## config.mk

```make
export PLATFORM = sky130hd
export DESIGN_NAME = mul_product_frame_accumulator
export DESIGN_NICKNAME = d
export VERILOG_FILES = /design/src/rtl/mul_product_frame_accumulator.sv
export SDC_FILE = /design/constraint.sdc
export NUM_CORES = 1
export LEC_CHECK = 0
export BUFFER_PORTS_ARGS = -buffer_cell sky130_fd_sc_hd__buf_2
export CELL_PAD_IN_SITES_DETAIL_PLACEMENT = 1
export CELL_PAD_IN_SITES_GLOBAL_PLACEMENT = 1
export CORE_MARGIN = 2
export CORE_UTILIZATION = 46
export CTS_BUF_LIST = sky130_fd_sc_hd__clkbuf_16
export CTS_CLUSTER_SIZE = 8
export DETAILED_ROUTE_END_ITERATION = 10
export PLACE_DENSITY = 0.82
export SKIP_CTS_REPAIR_TIMING = 1
export SYNTH_ARGS = -nofsm -noshare
export SYNTH_HDL_FRONTEND = slang
export SYNTH_SLANG_ARGS = --single-unit
```

## constraint.sdc

```tcl
create_clock -name clk -period 6.49 [get_ports clk]
set_input_delay 0.9735 -clock clk [delete_from_list [all_inputs] [get_ports clk]]
set_output_delay 0.9735 -clock clk [all_outputs]
set_load 0.005 [all_outputs]
```

## src/rtl/mul_product_frame_accumulator.sv

```systemverilog
// ============================================================================
// mul_product_frame_accumulator
// ----------------------------------------------------------------------------
// Purpose:
//   Downstream stage of the signed DSP multiplier. It sums FRAME_LEN
//   consecutive signed products (a dot product per frame) and presents each
//   frame sum through a valid/ready output register. When a finished sum
//   cannot be delivered yet, it stalls the last beat of the following frame.
//
// Parameters:
//   P_W        width of the signed product input (default 38)
//   ACC_W      width of the signed accumulator and acc_o (ACC_W >= P_W)
//   FRAME_LEN  products per frame, legal range 2..65536
//
// Ports:
//   clk          in   rising-edge clock for all state
//   reset        in   synchronous, active-high reset
//   p_i          in   signed product from the multiplier
//   p_valid_i    in   p_i is valid this cycle
//   p_ready_o    out  block can accept p_i this cycle (combinational)
//   acc_o        out  signed frame sum
//   acc_valid_o  out  acc_o holds an undelivered frame sum
//   acc_ready_i  in   downstream accepts acc_o this cycle
//   ovf_o        out  overflow flag for the frame in acc_o
//
// Configuration macro:
//   ACC_SATURATE_EN  defined   -> every add saturates to the signed ACC_W
//                                 range, a per-frame sticky flag records any
//                                 saturation and is reported on ovf_o.
//                    undefined -> adds wrap modulo 2^ACC_W, ovf_o is tied 0.
// ============================================================================
module mul_product_frame_accumulator #(
  parameter int P_W       = 38,
  parameter int ACC_W     = 48,
  parameter int FRAME_LEN = 16
) (
  input  logic             clk,
  input  logic             reset,
  input  logic [P_W-1:0]   p_i,
  input  logic             p_valid_i,
  output logic             p_ready_o,
  output logic [ACC_W-1:0] acc_o,
  output logic             acc_valid_o,
  input  logic             acc_ready_i,
  output logic             ovf_o
);

  // FRAME_LEN >= 2, so $clog2 is at least 1 and the counter always exists.
  localparam int              CNT_W    = $clog2(FRAME_LEN);
  localparam logic [CNT_W-1:0] LAST_CNT = CNT_W'(FRAME_LEN - 1);

  // --------------------------------------------------------------------------
  // State
  // --------------------------------------------------------------------------
  logic [CNT_W-1:0] cnt_q,       cnt_d;        // beat index within the frame
  logic [ACC_W-1:0] acc_q,       acc_d;        // running partial sum
  logic [ACC_W-1:0] out_q,       out_d;        // delivered frame sum
  logic             out_valid_q, out_valid_d;  // out_q not yet taken

  // --------------------------------------------------------------------------
  // Combinational helpers
  // --------------------------------------------------------------------------
  logic             is_first;
  logic             is_last;
  logic             accept;
  logic [ACC_W-1:0] p_ext;     // sign-extended product
  logic [ACC_W-1:0] sum;       // acc_q + p_ext, wrapped or clamped
  logic             sat;       // this add saturated (always 0 when wrapping)

  assign is_first = (cnt_q == '0);
  assign is_last  = (cnt_q == LAST_CNT);

  // Only the last beat can stall: it would overwrite an undelivered sum.
  // Beats 0..FRAME_LEN-2 never touch the output register.
  assign p_ready_o = !(is_last && out_valid_q && !acc_ready_i);
  assign accept    = p_valid_i && p_ready_o;

  // Signed cast before the size cast makes the extension replicate the sign.
  assign p_ext = ACC_W'($signed(p_i));

`ifdef ACC_SATURATE_EN
  // One guard bit holds the true sign of the sum; overflow occurred when the
  // guard bit disagrees with the ACC_W sign bit.
  logic [ACC_W:0]   sum_wide;
  logic [ACC_W-1:0] sat_max;
  logic [ACC_W-1:0] sat_min;
  logic             sticky_q, sticky_d;   // any saturation so far this frame
  logic             ovf_q,    ovf_d;      // overflow of the frame in out_q

  assign sat_max  = {1'b0, {(ACC_W-1){1'b1}}};
  assign sat_min  = {1'b1, {(ACC_W-1){1'b0}}};
  assign sum_wide = {acc_q[ACC_W-1], acc_q} + {p_ext[ACC_W-1], p_ext};
  assign sat      = sum_wide[ACC_W] ^ sum_wide[ACC_W-1];

  always_comb begin
    // NOTE: every signal driven from an always_comb gets a default on entry;
    // a path that leaves one unassigned would infer a latch.
    sum = sum_wide[ACC_W-1:0];
    if (sat) begin
      sum = sum_wide[ACC_W] ? sat_min : sat_max;
    end
  end

  always_comb begin
    sticky_d = sticky_q;
    ovf_d    = ovf_q;
    if (accept) begin
      // A load cannot saturate (ACC_W >= P_W), so frame start clears the flag.
      sticky_d = is_first ? 1'b0 : (sticky_q | sat);
      // FRAME_LEN >= 2 means the last beat is always an add, never a load.
      if (is_last) begin
        ovf_d = sticky_q | sat;
      end
    end
  end

  always_ff @(posedge clk) begin
    if (reset) begin
      sticky_q <= 1'b0;
      ovf_q    <= 1'b0;
    end else begin
      sticky_q <= sticky_d;
      ovf_q    <= ovf_d;
    end
  end

  assign ovf_o = ovf_q;
`else
  // Plain modulo-2^ACC_W accumulation; no overflow tracking is built.
  assign sum   = acc_q + p_ext;
  assign sat   = 1'b0;
  assign ovf_o = 1'b0;
`endif

  // --------------------------------------------------------------------------
  // Next-state logic: beat counter, accumulator, output register
  // --------------------------------------------------------------------------
  always_comb begin
    cnt_d = cnt_q;
    acc_d = acc_q;
    out_d = out_q;
    // A pending sum is released by acc_ready_i; a new last beat below can
    // refill it on the same edge, keeping valid high with the new value.
    out_valid_d = out_valid_q && !acc_ready_i;

    if (accept) begin
      acc_d = is_first ? p_ext : sum;
      if (is_last) begin
        cnt_d       = '0;
        out_d       = sum;
        out_valid_d = 1'b1;
      end else begin
        cnt_d = cnt_q + 1'b1;
      end
    end
  end

  always_ff @(posedge clk) begin
    // NOTE: clocked state uses non-blocking assignments only, so every
    // register samples the values from before the edge regardless of order.
    if (reset) begin
      cnt_q       <= '0;
      acc_q       <= '0;
      out_q       <= '0;
      out_valid_q <= 1'b0;
    end else begin
      cnt_q       <= cnt_d;
      acc_q       <= acc_d;
      out_q       <= out_d;
      out_valid_q <= out_valid_d;
    end
  end

  assign acc_o       = out_q;
  assign acc_valid_o = out_valid_q;

endmodule

```

### After elaboration in Yosys (flattened, before gate mapping)

Cells that the tools add are included.

* register bits after elaboration: 101
* input bits: 42
* output and inout bits: 51
* word-level logic and storage cells: 19

* add/sub/neg operators: 2
* equal/unequal tests: 1
* muxes and demuxes: 4
* reductions and logical operators: 8

Operator list (number)
* 48-bit adder: 1
* 48-bit two-way mux: 1
* 4-bit by 1-bit adder with 4-bit output, second input constant: 1
* 4-bit equality test, second input constant: 1
* 1-bit logical AND: 4
* 4-bit logical NOT: 1
* 4-bit two-way mux: 1
* 1-bit logical NOT: 2
* 1-bit two-way mux: 2
* 2-bit AND reduction: 1

### Longest topological paths before layout

* word-level depth: 6
* depth in mapped cells: 11
* mapped depth without buffers: 11

### Worst setup path before layout

OpenSTA, ideal clock, no wires.

* kind: in2reg
* start point: input port p_i[0]
* end point: register acc_q[30]
* data arrival time: 3310 ps
* data required time: 6375 ps
* slack: 3066 ps
* cell stages on the path: 9
* path buffers: 0
* cell sequence: ha_1 fa_1 a21oi_1 o21ai_1 a32o_1 or3b_2 a311oi_1 xor2_1 a2111oi_0

* cells in the longest elaborated chain, start to end: 2

RTL lines
* from (decl): RTL line 39 `input logic [P_W-1:0] p_i,`
* 48-bit adder: RTL line 130 `assign sum = acc_q + p_ext;`
* 48-bit two-way mux: RTL line 147 `acc_d = is_first ? p_ext : sum;`
* to (signal assigned): RTL line 163 `acc_q <= '0;`
* to (signal assigned): RTL line 168 `acc_q <= acc_d;`
* to (decl): RTL line 56 `logic [ACC_W-1:0] acc_q, acc_d;`

No other way between the ends.
A chain may end at the register's enable or synchronous reset.

### Worst setup path in the final report

Ends and elaborated chain as after synthesis.

==> flow_summary.yaml <==
run_status:
  status: "finished clean"
synthesis:
  synth-simple-area-share_pct: 21.75
  synthXorXnorAreaFrac_pct: 6.252
  ys_seq_elements: 101
  synth_warnings: 0
  ys_async_sr_fraction_pct: 0
  yosysSeqAreaShare_pct: 30.07
  syn_area_sq_um: 6724
  synth_top_family_by_area: "compound AO/OA/AOI/OAI gates"
  synthCells: 889
  synth.area.mux_share_pct: 0.2977
  synthAdderAreaFrac_pct: 9.416
  synthFlopType: "dfxtp_1"
  synth_area_per_cell_sq_um: 7.563
  synth.distinct_cells: 70
  syn_nets: 981
  synth_edf_count: 0
  synth_compound_area_share_pct: 27.56
critical_path:
  cp-start-kind: "primary input"
  worstSetupPathType: "in2reg"
  critPathRequiredTime_ns: 6.73
  endpoint_kind: "register"
  reg2reg_from: "acc_q[0]$_SDFFE_PP0P_"
  setup.worst_path.start: "p_i[0]"
  cp.arrival_ns: 4.01
  critPathMaxFanout: 3
timing:
  whs_ns: 0.4541
  rsz0062_at_grt: "no"
  period_share_pct: 58.21
  period_needed_ns: 3.778
  finalSetupTns_ns: 0
  finalHoldViolCount: 0
  slew_headroom_pct: 27.40
  slew_violations: 0
  tightest_slew_ns: 1.085
  max_freq_mhz: 264.7
  fin_skew_ns: 0.01353
  setup_violations: 0
finish:
  area_delta_synth_final_pct: 11.70
  diodes: 0
  fin_area_sq_um: 7511
  drive_above_1_share_pct: 14.96
  final_nets: 1036
clock_network:
  clock-sinks: 101
  htreeDepth: 3
  clkTransAtPathRegs_ns: 0.07
  cts_tree: "yes"
  worstSkewPairLatency_ns: 0.37
  cts.path.max_buffers: 2
  numCtsBuffers: 9
  clockRootBuffer: "clkbuf_16"
global_routing:
  grt_pass1_vias: 6798
  grt_max_degree: 72
  grt_first_pass_wirelength_um: 34500
  grt_overflow: 0
  antenna_found_initial: 0
  grt_use_total_pct: 26.79
power_and_ir_drop:
  pwr-share-seq_pct: 38.6
  power_w: 0.001723
  ir_worst_vdd_v: 0.0001387
  combPwrFrac_pct: 31.5
  p_int_w: 0.001104
  power.leakage_nw: 3.173
  pwr-share-clk_pct: 29.8
  p_per_area_nw_per_um2: 229.4
  switchingPower_w: 0.0006193
  swShare_pct: 35.94
route:
  vias: 6680
  drt_iter0_markers: 227
  drc_errors: 0
  first_pass_iters: 4
  routed_wl_um: 20640
  viasPerCell: 5.896
  drtAntennaViolNets: 0
  wl_per_cell_um: 18.22
placement:
  gp_congestion: 0.8656
  hpwl_um: 15040
  postPlaceCellArea_sq_um: 7242
  place.port_buffers: 91
die:
  core_sq_um: 14420
  dieHeight_um: 124.9
  ios: 93
  die_area_sq_um: 15600
  start_util_pct: 46.62
  die_x_um: 124.9
  rows: 44
worst_hold_path:
  min_from: "acc_o[11]$_SDFFE_PP0P_"
  hold_class: "reg2reg"
flow_run:
  cap_violations: 0
[cells in the mapped netlist (4+ instances only)]
cell type,count,area share [%]
nand4_1,16,1.5
nor4_1,4,0.37
inv_1,16,0.89
nor2_1,94,5.2
nor4b_1,4,0.52
nand2_1,140,7.8
a21o_1,16,1.8
xor2_1,17,2.2
nand2b_1,7,0.65
o211ai_1,9,1.0
a21oi_1,116,8.6
clkbuf_1,37,2.1
a31oi_1,11,1.0
and2_1,5,0.47
xnor2_1,31,4.0
a311oi_1,18,2.3
o21bai_1,11,1.2
o21ai_0,44,3.3
dfxtp_1,101,30
o21a_1,7,0.78
buf_2,16,1.2
nor3_1,16,1.2
a311o_1,4,0.60
nand3_1,22,1.6
a211oi_1,13,1.5
ha_1,49,9.1
o21ai_1,4,0.30
[flip-flops by register name (all words and copies together), names as in the netlist]
signal,flops
acc_o,48
acc_q,48
cnt_q,4
acc_valid_o,1
[per-layer routing]
layer | up-vias | wire, um | GRT usage (%)
li1 | 3299 | - | -
met1 | 3235 | 9939 | 36.21
met2 | 129 | 9661 | 45.32
met3 | 17 | 804 | 4.768
met4 | 0 | 231 | 5.229
met5 | - | 0 | 0
[through the flow]
step | setup WS, ns | std cells | utilization, %
2_1_floorplan | 3.066 | 889 | -
3_3_place_gp | 2.579 | 1117 | 50.21
6_report | 2.712 | 1133 | 52.07
5_1_grt | 2.614 | 1133 | 52.07
3_5_place_dp | 2.443 | 1117 | 50.21
4_1_cts | 2.810 | 1133 | 52.07
[critical path: stages]
cell and delay, ns:
buf_2 0.11, ha_1 0.23, fa_1 0.41, a21oi_1 0.22, o21ai_1 0.19, a32o_1 0.33
or3b_2 0.50, a311oi_1 0.49, xor2_1 0.16, a2111oi_0 0.41
[power by group through the flow]
stage,clock (W),sequential [W],combinational [W]
2_1_floorplan,0,0.000675,0.000400
3_3_place_gp,0,0.000679,0.000524
3_5_place_dp,0,0.000680,0.000531
4_1_cts,0.000526,0.000665,0.000538
5_1_grt,0.000552,0.000670,0.000600
6_report,0.000514,0.000666,0.000543
[path summary, 6_finish.rpt]
path / end / slack [ns] / cells past startpoint
setup / recovery: acc_q[30]$_SDFFE_PP0P_ / 2.71 / 10
hold / removal: acc_o[11]$_SDFFE_PP0P_ / 0.45 / 2
setup reg to reg: acc_q[30]$_SDFFE_PP0P_ / 3.14 / 9
hold reg to reg: acc_o[11]$_SDFFE_PP0P_ / 0.45 / 2
[cell families after synthesis]
group                    after synthesis
other                                  1
buffers and inverters                 74
AND/OR/NAND/NOR                      327
adder cells (fa/ha/maj)               50
XOR/XNOR                              48
flip-flops                           101
multiplexers                           2
AO/OA/AOI/OAI                        286
[final cells by class]
| type | instances | area, sq um |
|---|---|---|
| Sequential cell | 101 | 2022 |
| Fill cell | 1884 | 6913 |
| Timing Repair Buffer | 100 | 523.0 |
| Clock buffer | 9 | 225.2 |
| Clock inverter | 7 | 43.79 |
| Inverter | 18 | 67.56 |
| Tap cell | 184 | 230.2 |
| Multi-Input combinational cell | 714 | 4399 |
[placed cells by master, fill, tap and decap left out, drive strengths merged, types with 9 or more instances in the layout]
| master | netlist | routed |
|---|---|---|
| nor3 | 17 | 17 |
| buf | 19 | 100 |
| o21ai | 50 | 50 |
| dfxtp | 101 | 101 |
| nand2 | 141 | 141 |
| ha | 49 | 49 |
| xor2 | 17 | 17 |
| o21bai | 11 | 11 |
| a31oi | 11 | 11 |
| o211ai | 10 | 10 |
| nand3 | 22 | 22 |
| clkbuf | 37 | 9 |
| a211oi | 15 | 15 |
| nand4 | 17 | 17 |
| a311oi | 18 | 18 |
| nor2 | 94 | 94 |
| inv | 17 | 18 |
| a21oi | 116 | 116 |
| a21o | 16 | 16 |
| xnor2 | 31 | 31 |
Power figures use the tool's default switching activity.
